## src/rtl/in_request_responder_pkg.sv

```systemverilog
// Shared types for the CPU IN responder: FSM encoding and the zero-extension helper.
package in_request_responder_pkg;

    localparam int LARGURA_DADO   = 32;
    localparam int LARGURA_CHAVES = 4;

    typedef enum logic [2:0] {
        OCIOSO         = 3'd0,
        SOLTURA_PREVIA = 3'd1,
        AGUARDA        = 3'd2,
        CAPTURA        = 3'd3,
        SOLTURA        = 3'd4
    } estado_t;

    function automatic logic [LARGURA_DADO-1:0] estende_zero(input logic [LARGURA_CHAVES-1:0] v);
        return {{(LARGURA_DADO-LARGURA_CHAVES){1'b0}}, v};
    endfunction

endpackage

```

## src/rtl/in_request_responder_debounce_botao.sv

```systemverilog
// Button synchroniser + debouncer; stable level changes after DEBOUNCE_CYCLES stable cycles.
// Latency: SYNC_STAGES + DEBOUNCE_CYCLES cycles from raw edge to press_evt; no backpressure.
module debounce_botao #(
    parameter int DEBOUNCE_CYCLES   = 50000,
    parameter int SYNC_STAGES       = 2,
    parameter bit BOTAO_ATIVO_BAIXO = 1'b1
) (
    input  logic clock,
    input  logic reset,
    input  logic botao_bruto,
    output logic estavel,
    output logic press_evt
);
    localparam int CW = (DEBOUNCE_CYCLES > 2) ? $clog2(DEBOUNCE_CYCLES) : 1;
    localparam logic [CW-1:0] CNT_MAX = CW'(DEBOUNCE_CYCLES - 1);

    logic [SYNC_STAGES-1:0] sinc_q;
    logic [CW-1:0]          cnt_q;
    logic                   estavel_d1_q;
    logic                   nivel;

    assign nivel     = sinc_q[SYNC_STAGES-1] ^ BOTAO_ATIVO_BAIXO;
    assign press_evt = estavel & ~estavel_d1_q;

    always_ff @(posedge clock) begin
        if (reset) begin
            // Chain resets to the raw "released" level so no spurious press follows reset.
            sinc_q       <= {SYNC_STAGES{BOTAO_ATIVO_BAIXO}};
            cnt_q        <= '0;
            estavel      <= 1'b0;
            estavel_d1_q <= 1'b0;
        end else begin
            sinc_q       <= {sinc_q[SYNC_STAGES-2:0], botao_bruto};
            estavel_d1_q <= estavel;
            if (nivel != estavel) begin
                if (cnt_q == CNT_MAX) begin
                    estavel <= ~estavel;
                    cnt_q   <= '0;
                end else begin
                    cnt_q <= cnt_q + 1'b1;
                end
            end else begin
                cnt_q <= '0;
            end
        end
    end

endmodule

```

## src/rtl/in_request_responder.sv

```systemverilog
// Responder for the CPU IN handshake: stalls the core until an operator press, then returns the switches.
// Latency: dado_valido one cycle after the debounced press; the core is held via pausa while waiting.
module in_request_responder
    import in_request_responder_pkg::*;
#(
    parameter int DEBOUNCE_CYCLES   = 50000,
    parameter int SYNC_STAGES       = 2,
    parameter bit BOTAO_ATIVO_BAIXO = 1'b1
) (
    input  logic                    clock,
    input  logic                    reset,
    input  logic                    comando_in,
    input  logic                    botao_placa,
    input  logic [LARGURA_CHAVES-1:0] entrada_dados,
    output logic                    pausa,
    output logic                    dado_valido,
    output logic [LARGURA_DADO-1:0] dado_lido,
    output logic                    led_in,
    output logic                    botao_estavel
);
    estado_t estado_q, estado_d;
    logic    pendente_q, pendente_d;
    logic    captura;
    logic    press_evt;
    logic [SYNC_STAGES-1:0][LARGURA_CHAVES-1:0] chaves_sinc_q;

    debounce_botao #(
        .DEBOUNCE_CYCLES  (DEBOUNCE_CYCLES),
        .SYNC_STAGES      (SYNC_STAGES),
        .BOTAO_ATIVO_BAIXO(BOTAO_ATIVO_BAIXO)
    ) u_debounce (
        .clock      (clock),
        .reset      (reset),
        .botao_bruto(botao_placa),
        .estavel    (botao_estavel),
        .press_evt  (press_evt)
    );

    always_ff @(posedge clock) begin
        if (reset) begin
            estado_q      <= OCIOSO;
            pendente_q    <= 1'b0;
            dado_lido     <= '0;
            chaves_sinc_q <= '0;
        end else begin
            estado_q      <= estado_d;
            pendente_q    <= pendente_d;
            chaves_sinc_q <= {chaves_sinc_q[SYNC_STAGES-2:0], entrada_dados};
            if (captura) begin
                dado_lido <= estende_zero(chaves_sinc_q[SYNC_STAGES-1]);
            end
        end
    end

    always_comb begin
        estado_d    = estado_q;
        pendente_d  = pendente_q;
        captura     = 1'b0;
        pausa       = 1'b0;
        led_in      = 1'b0;
        dado_valido = 1'b0;
        unique case (estado_q)
            OCIOSO: begin
                pendente_d = 1'b0;
                // A press already held when the request arrives must be released first.
                if (comando_in) estado_d = botao_estavel ? SOLTURA_PREVIA : AGUARDA;
            end
            SOLTURA_PREVIA: begin
                pausa  = 1'b1;
                led_in = 1'b1;
                if (!comando_in)         estado_d = OCIOSO;
                else if (!botao_estavel) estado_d = AGUARDA;
            end
            AGUARDA: begin
                pausa  = 1'b1;
                led_in = 1'b1;
                if (!comando_in) begin
                    estado_d = OCIOSO;
                end else if (press_evt) begin
                    estado_d = CAPTURA;
                    captura  = 1'b1;
                end
            end
            CAPTURA: begin
                dado_valido = 1'b1;
                estado_d    = SOLTURA;
            end
            SOLTURA: begin
                if (comando_in) pendente_d = 1'b1;
                // A request seen before release waits for a fresh press, never reuses this one.
                if (!botao_estavel) begin
                    estado_d   = (pendente_q || comando_in) ? AGUARDA : OCIOSO;
                    pendente_d = 1'b0;
                end
            end
            default: estado_d = OCIOSO;
        endcase
    end

endmodule

```

## config.mk

```make
export PLATFORM = sky130hd
export DESIGN_NAME = in_request_responder
export DESIGN_NICKNAME = d
export VERILOG_FILES = /design/src/rtl/in_request_responder_pkg.sv /design/src/rtl/in_request_responder_debounce_botao.sv /design/src/rtl/in_request_responder.sv
export SDC_FILE = /design/constraint.sdc
export NUM_CORES = 1
export LEC_CHECK = 0
export ABC_AREA = 1
export CAP_MARGIN = 10
export CORE_MARGIN = 2
export CORE_UTILIZATION = 40
export DETAILED_ROUTE_END_ITERATION = 8
export PLACE_DENSITY = 0.69
export SLEW_MARGIN = 20
export SYNTH_ARGS = -nofsm -noshare
export SYNTH_HDL_FRONTEND = slang
export SYNTH_HIERARCHICAL = 1
export SYNTH_SLANG_ARGS = --single-unit
```

## constraint.sdc

```tcl
create_clock -name clock -period 1.35 [get_ports clock]
set_input_delay 0.27 -clock clock [delete_from_list [all_inputs] [get_ports clock]]
set_output_delay 0.27 -clock clock [all_outputs]
set_load 0.005 [all_outputs]
```

# Yosys cells after proc, flatten, opt, wreduce, memory -nomap -nowiden
# Cells that the tools add are included.
classes:
  n_addsub: 1
  n_eq_ne: 11
  muxes: 17
  bitwise_logic: 5
  n_reduce_logical: 8
op_table:
  columns: ["cell", "count"]
  rows:
  - ["two-way mux 3 bit", 6]
  - ["adder 16 x 1 -> 16 bit (second input constant)", 1]
  - ["== test 16 bit (second input constant)", 1]
  - ["case mux 3 bit (5 select lines)", 1]
  - ["!= test 3 bit (second input constant)", 3]
  - ["two-way mux 1 bit", 7]
  - ["== test 3 x 2 -> 1 bit (second input constant)", 2]
  - ["two-way mux 2 bit", 2]
  - ["!= test 2 bit (second input constant)", 2]
  - ["inverter 1 bit", 4]
  - ["AND reduction 2 bit", 2]
  - ["AND reduction 4 bit", 1]
  - ["== test 3 x 1 -> 1 bit (second input constant)", 1]
  - ["== test 3 bit (second input constant)", 1]
  - ["logical NOT 3 bit", 1]
  - ["OR reduction 3 bit", 1]
  - ["case mux 1 bit (2 select lines)", 1]
  - ["nonzero test 2 bit", 1]
  - ["OR reduction 2 bit", 1]
  - ["AND 1 bit", 1]
  - ["logical OR 1 bit", 1]
  - ["!= test 1 bit", 1]
totals:
  reg_bits: 36
  elab_cells: 51

# Depth between registers and ports, before layout
# Gate-level depths: netlist (run 1).
logic_depth:
  word_depth: 5
  depth_mapped: 8

# Hierarchy
# Netlist (run 1), hierarchy kept.
modules_own_cells:
  columns: ["mod", "instances", "cells_per_inst", "area_per_inst_um2"]
  rows:
  - ["debounce_botao", 1, 134, 958.4]
  - ["in_request_responder", 1, 119, 868.3]

# Worst setup path after synthesis (run 1)
# Ideal clock, no wire load.
synth_timing:
  path_type: "register -> register"
  start: "reg u_debounce.cnt_q[0]"
  end: "reg u_debounce.cnt_q[10]"
  setup_ps: 114
  t_arrival_ps: 1148
  required_ps: 1236
  path_slack_ps: 87
  path_stages_with_launch: 8
  n_path_buf: 1
  period_less_slack_ps: 1263
  cell_sequence: "dfxtp_1 > ha_1 > nand3_2 > nor2_2 > nand3_2 > nand2_4 > buf_6 > nor2_1"
synth_via:
  elab_chain_cells: 2
synth_lines:
  columns: ["element", "line_no", "source"]
  rows:
  - ["start, declared", "in_request_responder_debounce_botao.sv:18", "logic [CW-1:0] cnt_q;"]
  - ["start signal, assigned", "in_request_responder_debounce_botao.sv:40", "cnt_q <= cnt_q + 1'b1;"]
  - ["branches (longest 2 deep; another with adder 16 x 1 -> 16 bit)", null, null]
# Several ways; the timed one is not identified.
# A chain may end at the register's enable or synchronous reset.

# Final worst setup path (run 1)
layout_timing:
  start: "reg estado_q[2]"
  end: "out pausa"
layout_via:
  elab_chain_cells: 3
layout_lines:
  columns: ["element", "line_no", "source"]
  rows:
  - ["start, declared", "in_request_responder.sv:21", "estado_t estado_q, estado_d;"]
  - ["start signal, assigned", "in_request_responder.sv:46", "estado_q <= estado_d;"]
  - ["== test 3 x 2 -> 1 bit / == test 3 x 1 -> 1 bit (equally long branches)", "in_request_responder.sv:62", "unique case (estado_q)"]
  - ["OR reduction 2 bit (no source line) *", null, null]
  - ["two-way mux 1 bit *", "in_request_responder.sv:62", null]
  - ["end, declared", "in_request_responder.sv:15", "output logic pausa,"]
# Mark *: on every way between the ends. The rest lies on a longest branch, timed or not.

==> results of run 1 <==
## kinds of logic (layout without fill, tap and decap cells)
logic type,after synthesis,in the layout,share of synthesized area
flip-flops,36,36,0.395
XOR/XNOR,7,7,0.0336
buffers and inverters,64,77,0.195
AND/OR/NAND/NOR,128,129,0.321
adder cells (fa/ha/maj),1,1,0.00685
AO/OA/AOI/OAI,16,16,0.0473
other,1,28,0.00205
## flip-flops by register name, indices dropped and copies added, names as in the netlist
signal and cells:
pendente_q 1, chaves_sinc_q 8, u_debounce/sinc_q 2, u_debounce/cnt_q 16, u_debounce/estavel 1, u_debounce/estavel_d1_q 1
estado_q 3, dado_lido 4
## worst max-delay path: cells and delay by family, from the launching register on
kind,cells,cell delay (ps)
flip-flops,1,350
buffers and inverters,3,280
AND/OR/NAND/NOR,2,190
## layer usage
metal	vias up	share of wire	global-route usage	routed length [um]
met1	678	0.45	0.164	1500
li1	802	-	-	-
met2	41	0.48	0.220	1570
met3	9	0.044	0.0352	146
met4	0	0.027	0.0776	88
met5	-	0	0	0
## through the flow
stage	area [um^2]	setup slack (ps)
finish	2270	-24.3
global route	2270	-136
CTS	2200	-37.3
detailed placement	2030	-121
global placement	2030	-102
floorplan	1930	87.4
## cells in the final DEF (no fill, tap or decap), types with 5 or more instances in the layout
cell type and count:
xor2_1 5, clkdlybuf4s50_1 7, nor2_4 6, dlygate4sd2_1 5, nand2_1 36, buf_4 19
a21oi_1 8, conb_1 28, nand4_1 5, nand3_1 14, nor2_1 51, inv_1 30
clkbuf_8 5, dfxtp_1 31
## area by class of cell
| cell class | instances | area, um^2 |
|---|---|---|
| fillers | 436 | 2110 |
| multi-input cells | 181 | 943 |
| flip-flops and latches | 36 | 729 |
| repair buffers | 36 | 294 |
| inverters | 33 | 126 |
| clock buffers | 5 | 68.8 |
| well taps | 52 | 65.1 |
| clock inverters | 3 | 46.3 |
## power groups by stage
| stage | Clock [mW] | Sequential [mW] | Combinational (mW) |
|---|---|---|---|
| global placement | 0 | 1.13 | 0.302 |
| detailed placement | 0 | 1.13 | 0.305 |
| finish | 0.966 | 1.11 | 0.340 |
| CTS | 0.999 | 1.11 | 0.333 |
| floorplan | 0 | 1.13 | 0.216 |
| global route | 1.04 | 1.12 | 0.385 |
## timing repair
action                     in CTS  in global routing
pin swaps                       5                  1
gates resized for setup        32                 10
setup buffers                   5                  0
setup endpoints to repair       8                 19
gates cloned                    0                  1
## final timing paths
| path | to | cells after the start |
|---|---|---|
| setup / recovery | pausa | 5 |
| setup reg to reg | u_debounce/cnt_q[8] | 7 |
| hold / removal | chaves_sinc_q[4] | 2 |
| hold reg to reg | chaves_sinc_q[4] | 2 |
==> impl_metrics.yaml, run 1 <==
timing:
  max_freq_ghz: 0.728
  hold_viol_final: 0
  tns_ps: -48.5
  rsz0062_at_grt: "true"
  finalCriticalPeriod_ps: 1370
  clock_skew_ps: 5.42
  period_share: 1.02
  final-setup-viol-count: 2
  worst_slack_ps: -24.3
  hold_slack_ps: 403
  slew_violations: 0
hold_path:
  hold_path.class: "register to register"
  hp-start: "chaves_sinc_q[0]"
routing:
  dr.first_iter.drc_count: 82
  antenna_left: 0
  wl_um: 3300
  drt_first_pass_iters: 6
  num_vias: 1530
  wire_per_inst_um: 9.55
  vias_per_cell: 4.42
  drc: 0
layout:
  fin_util: 0.519
  fin_nets: 302
  n_antenna_cell: 0
  area_growth_pct: 24.5
  instances_no_fill: 346
  drive_above_1_share: 0.214
clocking:
  cts.sinks: 36
  cts_buffer_depth: 2
  cts_buffers: 5
  cts_tree: "done"
  insertion_delay_ps: 290
  cts_root_buf: "clkbuf_8"
  cts.reportedPaths.clkPinSlew_ps: 70
  h-tree-depth: 2
  ctsHoldBuffers: 0
setup_path:
  crit_start: "estado_q[2]"
  rr_startpoint: "u_debounce/cnt_q[0]"
  path_cells: "buf_6, nor3_4, inv_1, nand2_1, buf_2"
  cp-end-kind: "output port"
  worstSetupStartpointType: "register"
  ff2ff_setup_slack_ps: 80
  crit_required_ps: 1080
  cpPeakStageDelay_ps: 350
  worst_ep_arrival_time_ps: 1100
  worstSetupPathType: "register to output port"
  cp_max_fo: 3
  critPathSlowestCell: "dfxtp_4"
grt:
  antenna_found_initial: 0
  grt_pass1_vias: 1346
  grt_overflow: 0
  grt_max_degree: 17
  grt_pass1_wl_um: 5510
  grt_usage: 0.136
die:
  chipHeight_um: 71.6
  num_io_pins: 44
  start_util: 0.417
  core_area_um2: 4380
  die_w_um: 71.6
  rows: 24
  fp.dieArea_um2: 5120
synthesis:
  synth_ff_type: "dfxtp_1"
  syn_area_um2: 1830
  syn_area_per_cell_um2: 7.22
  synth-warning-count: 6
  ys_ff_latch: 36
  synth_top_area_share: 0.395
  synthCells: 253
  ys_top_cells_by_area: "dfxtp_1, buf_4, nor2_1"
  synth-edff-count: 0
  synth_top_cell_by_area: "dfxtp_1"
  seq_area_frac_synth: 0.395
  synthDistinctLibCells: 29
  yosys-top-cells-count: "nor2_1, nand2_1, dfxtp_1"
  async_flop_share: 0
  synth_most_common_cell: "nor2_1"
outcome:
  violations: "negative setup slack"
  outcome: "finished, violations left"
power_and_ir_drop:
  power_frac_clock: 0.400
  p_total_mw: 2.42
  power_density_nw_per_um2: 1060
  sequentialPowerShare: 0.460
  p_leak_nw: 0.990
  peakVddDrop_mv: 0.679
  p_comb_frac: 0.140
  p_sw_frac: 0.247
  p_sw_mw: 0.598
  internal_power_mw: 1.82
job:
  max_cap_violations: 0
placement:
  place.gp.congestion: 0.795
  port_buffers: 15
  dpl.hpwl_um: 2280
  dpl.cell_count: 332
No activity file was read; power rests on OpenSTA's default activity.
==> run 2: changes to the inputs <==
Settings changed: REMOVE_ABC_BUFFERS set to 1.
==> run 2 against run 1 <==
The run still ends with negative setup slack left. Non-clock buffer count did not move. Cell count is the same. Design area rose by 0.72%. Clock power grew 0.4%. Critical path depth unchanged. Power rose by 0.28%. Worst hold slack got worse by 0.55 ps. Core utilization up 0.37 points. Register-to-register slack worse by 20 ps. Clock skew decreased by 3.0 ps.
==> impl_metrics.yaml, run 2 (same netlist as run 1, synthesis figures left out) <==
timing:
  slew_violations: 0
  period_share: 1.05
  max_freq_ghz: 0.703
  worst_slack_ps: -71.9
  clock_skew_ps: 2.44
  hold_viol_final: 0
  final-setup-viol-count: 2
  hold_slack_ps: 403
  finalCriticalPeriod_ps: 1420
  rsz0062_at_grt: "true"
layout:
  drive_above_1_share: 0.231
  largest_reg_flops: 16
  final_common_cell: "nor2_1"
  layout_common_cells: "nor2_1, nand2_1, dfxtp_1"
  area_growth_pct: 25.3
  largest-register: "u_debounce/cnt_q"
  final_design_area_no_fill_um2: 2290
  top_regs: "u_debounce/cnt_q x16, chaves_sinc_q x8, dado_lido x4"
  n_antenna_cell: 0
  fin_nets: 302
  fill_cells: 427
outcome:
  violations: "negative setup slack"
  outcome: "finished, violations left"
placement:
  place.gp.congestion: 0.842
  placed_area_um2: 2000
  dpl.hpwl_um: 2290
  port_buffers: 15
power_and_ir_drop:
  sequentialPowerShare: 0.458
  power_frac_clock: 0.400
  p_sw_mw: 0.610
  power_density_nw_per_um2: 1060
  internal_power_mw: 1.82
  p_leak_nw: 1.01
  p_sw_frac: 0.251
  p_comb_frac: 0.142
  peakVddDrop_mv: 0.694
die:
  chipHeight_um: 71.6
  fp.dieArea_um2: 5120
  num_io_pins: 44
  rows: 24
  die_w_um: 71.6
  core_area_um2: 4380
  start_util: 0.417
hold_path:
  hold_path.class: "register to register"
setup_path:
  crit_start: "estado_q[2]"
  worstRegToRegCells: 9
  rr_startpoint: "u_debounce/cnt_q[0]"
  critPathSlowestCell: "dfxtp_4"
  worstSetupPathType: "register to output port"
  worstSetupStartpointType: "register"
  ff2ff_setup_slack_ps: 60
  worst_ep_arrival_time_ps: 1150
  r2r-end: "u_debounce/cnt_q[15]"
  cp_max_fo: 3
  cp-end-kind: "output port"
  cp-endpoint: "pausa"
  crit_required_ps: 1080
  cpPeakStageDelay_ps: 350
  path_cells: "buf_6, nor3_4, inv_1, nand2_1, buf_2"
clocking:
  cts_root_buf: "clkbuf_8"
  h-tree-depth: 2
  cts.reportedPaths.clkPinSlew_ps: 80
  cts_tree: "done"
  cts.sinks: 36
  insertion_delay_ps: 290
  cts_buffers: 5
  cts_buffer_depth: 2
routing:
  antenna_left: 0
  vias_per_cell: 4.41
  num_vias: 1527
  wl_um: 3440
  wire_per_inst_um: 9.95
  dr.first_iter.drc_count: 53
  drc: 0
  drt_first_pass_iters: 4
grt:
  antenna_found_initial: 0
  grt_overflow: 0
  grt_usage: 0.140
  grt_pass1_vias: 1291
  grt_max_degree: 17
  grt_pass1_wl_um: 5580
job:
  max_cap_violations: 0
==> run 2: worst min-delay path by stage <==
stage | cells past startpoint | from | endpoint | slack (ps)
4_1_cts | 2 | chaves_sinc_q[1] | chaves_sinc_q[5] | 400
3_3_place_gp | 2 | chaves_sinc_q[0] | chaves_sinc_q[4] | 390
6_report | 2 | chaves_sinc_q[1] | chaves_sinc_q[5] | 400
5_1_grt | 2 | chaves_sinc_q[0] | chaves_sinc_q[4] | 420
2_1_floorplan | 1 | reset | estado_q[2] | 340
3_5_place_dp | 2 | chaves_sinc_q[1] | chaves_sinc_q[5] | 390
==> run 2: final cells by class <==
| type | instances | area [um^2] | share of cell area |
|---|---|---|---|
| Clock buffer | 5 | 68.8 | 0.0301 |
| Clock inverter | 3 | 46.3 | 0.0202 |
| Inverter | 33 | 124 | 0.0541 |
| Multi-Input combinational cell | 181 | 962 | 0.420 |
| Sequential cell | 36 | 733 | 0.320 |
| Tap cell | 52 | 65.1 | 0.0284 |
| Timing Repair Buffer | 36 | 290 | 0.127 |
==> run 2: through the flow <==
step / total power, mW / std cells / util / TNS [ps] / worst slack [ps]
2_1_floorplan: 1.27 / 249 / - / 0 / 153
3_3_place_gp: 1.41 / 328 / 0.456 / -2420 / -127
3_5_place_dp: 1.42 / 328 / 0.456 / -2720 / -177
4_1_cts: 2.43 / 342 / 0.500 / -218 / -90.4
5_1_grt: 2.55 / 346 / 0.522 / -500 / -151
6_report: 2.43 / 346 / 0.522 / -144 / -71.9
==> run 2: timing repair <==
item	4_1_cts	5_1_grt
resized for setup	34	13
pin swaps	4	10
hold buffers	0	0
cloned	0	1
setup buffers	6	4
setup endpoints to repair	17	22
==> run 2: power by group through the flow <==
stage / clock network (mW) / registers (mW) / logic (mW)
6_report: 0.970 / 1.11 / 0.344
3_3_place_gp: 0 / 1.13 / 0.285
4_1_cts: 1.01 / 1.11 / 0.314
5_1_grt: 1.05 / 1.11 / 0.378
2_1_floorplan: 0 / 1.13 / 0.141
3_5_place_dp: 0 / 1.13 / 0.291
==> run 2: worst max-delay path: cells and delay by family, from the launching register on <==
kind / cells / cell delay [ps]
flip-flops: 1 / 350
buffers and inverters: 3 / 280
AND/OR/NAND/NOR: 2 / 220
==> run 2: routing by layer <==
metal / vias to the layer above / share of wire / global-route usage
met5: - / 0 / 0
met3: 11 / 0.049 / 0.0450
met4: 0 / 0.031 / 0.0797
li1: 810 / - / -
met1: 663 / 0.45 / 0.168
met2: 43 / 0.47 / 0.220
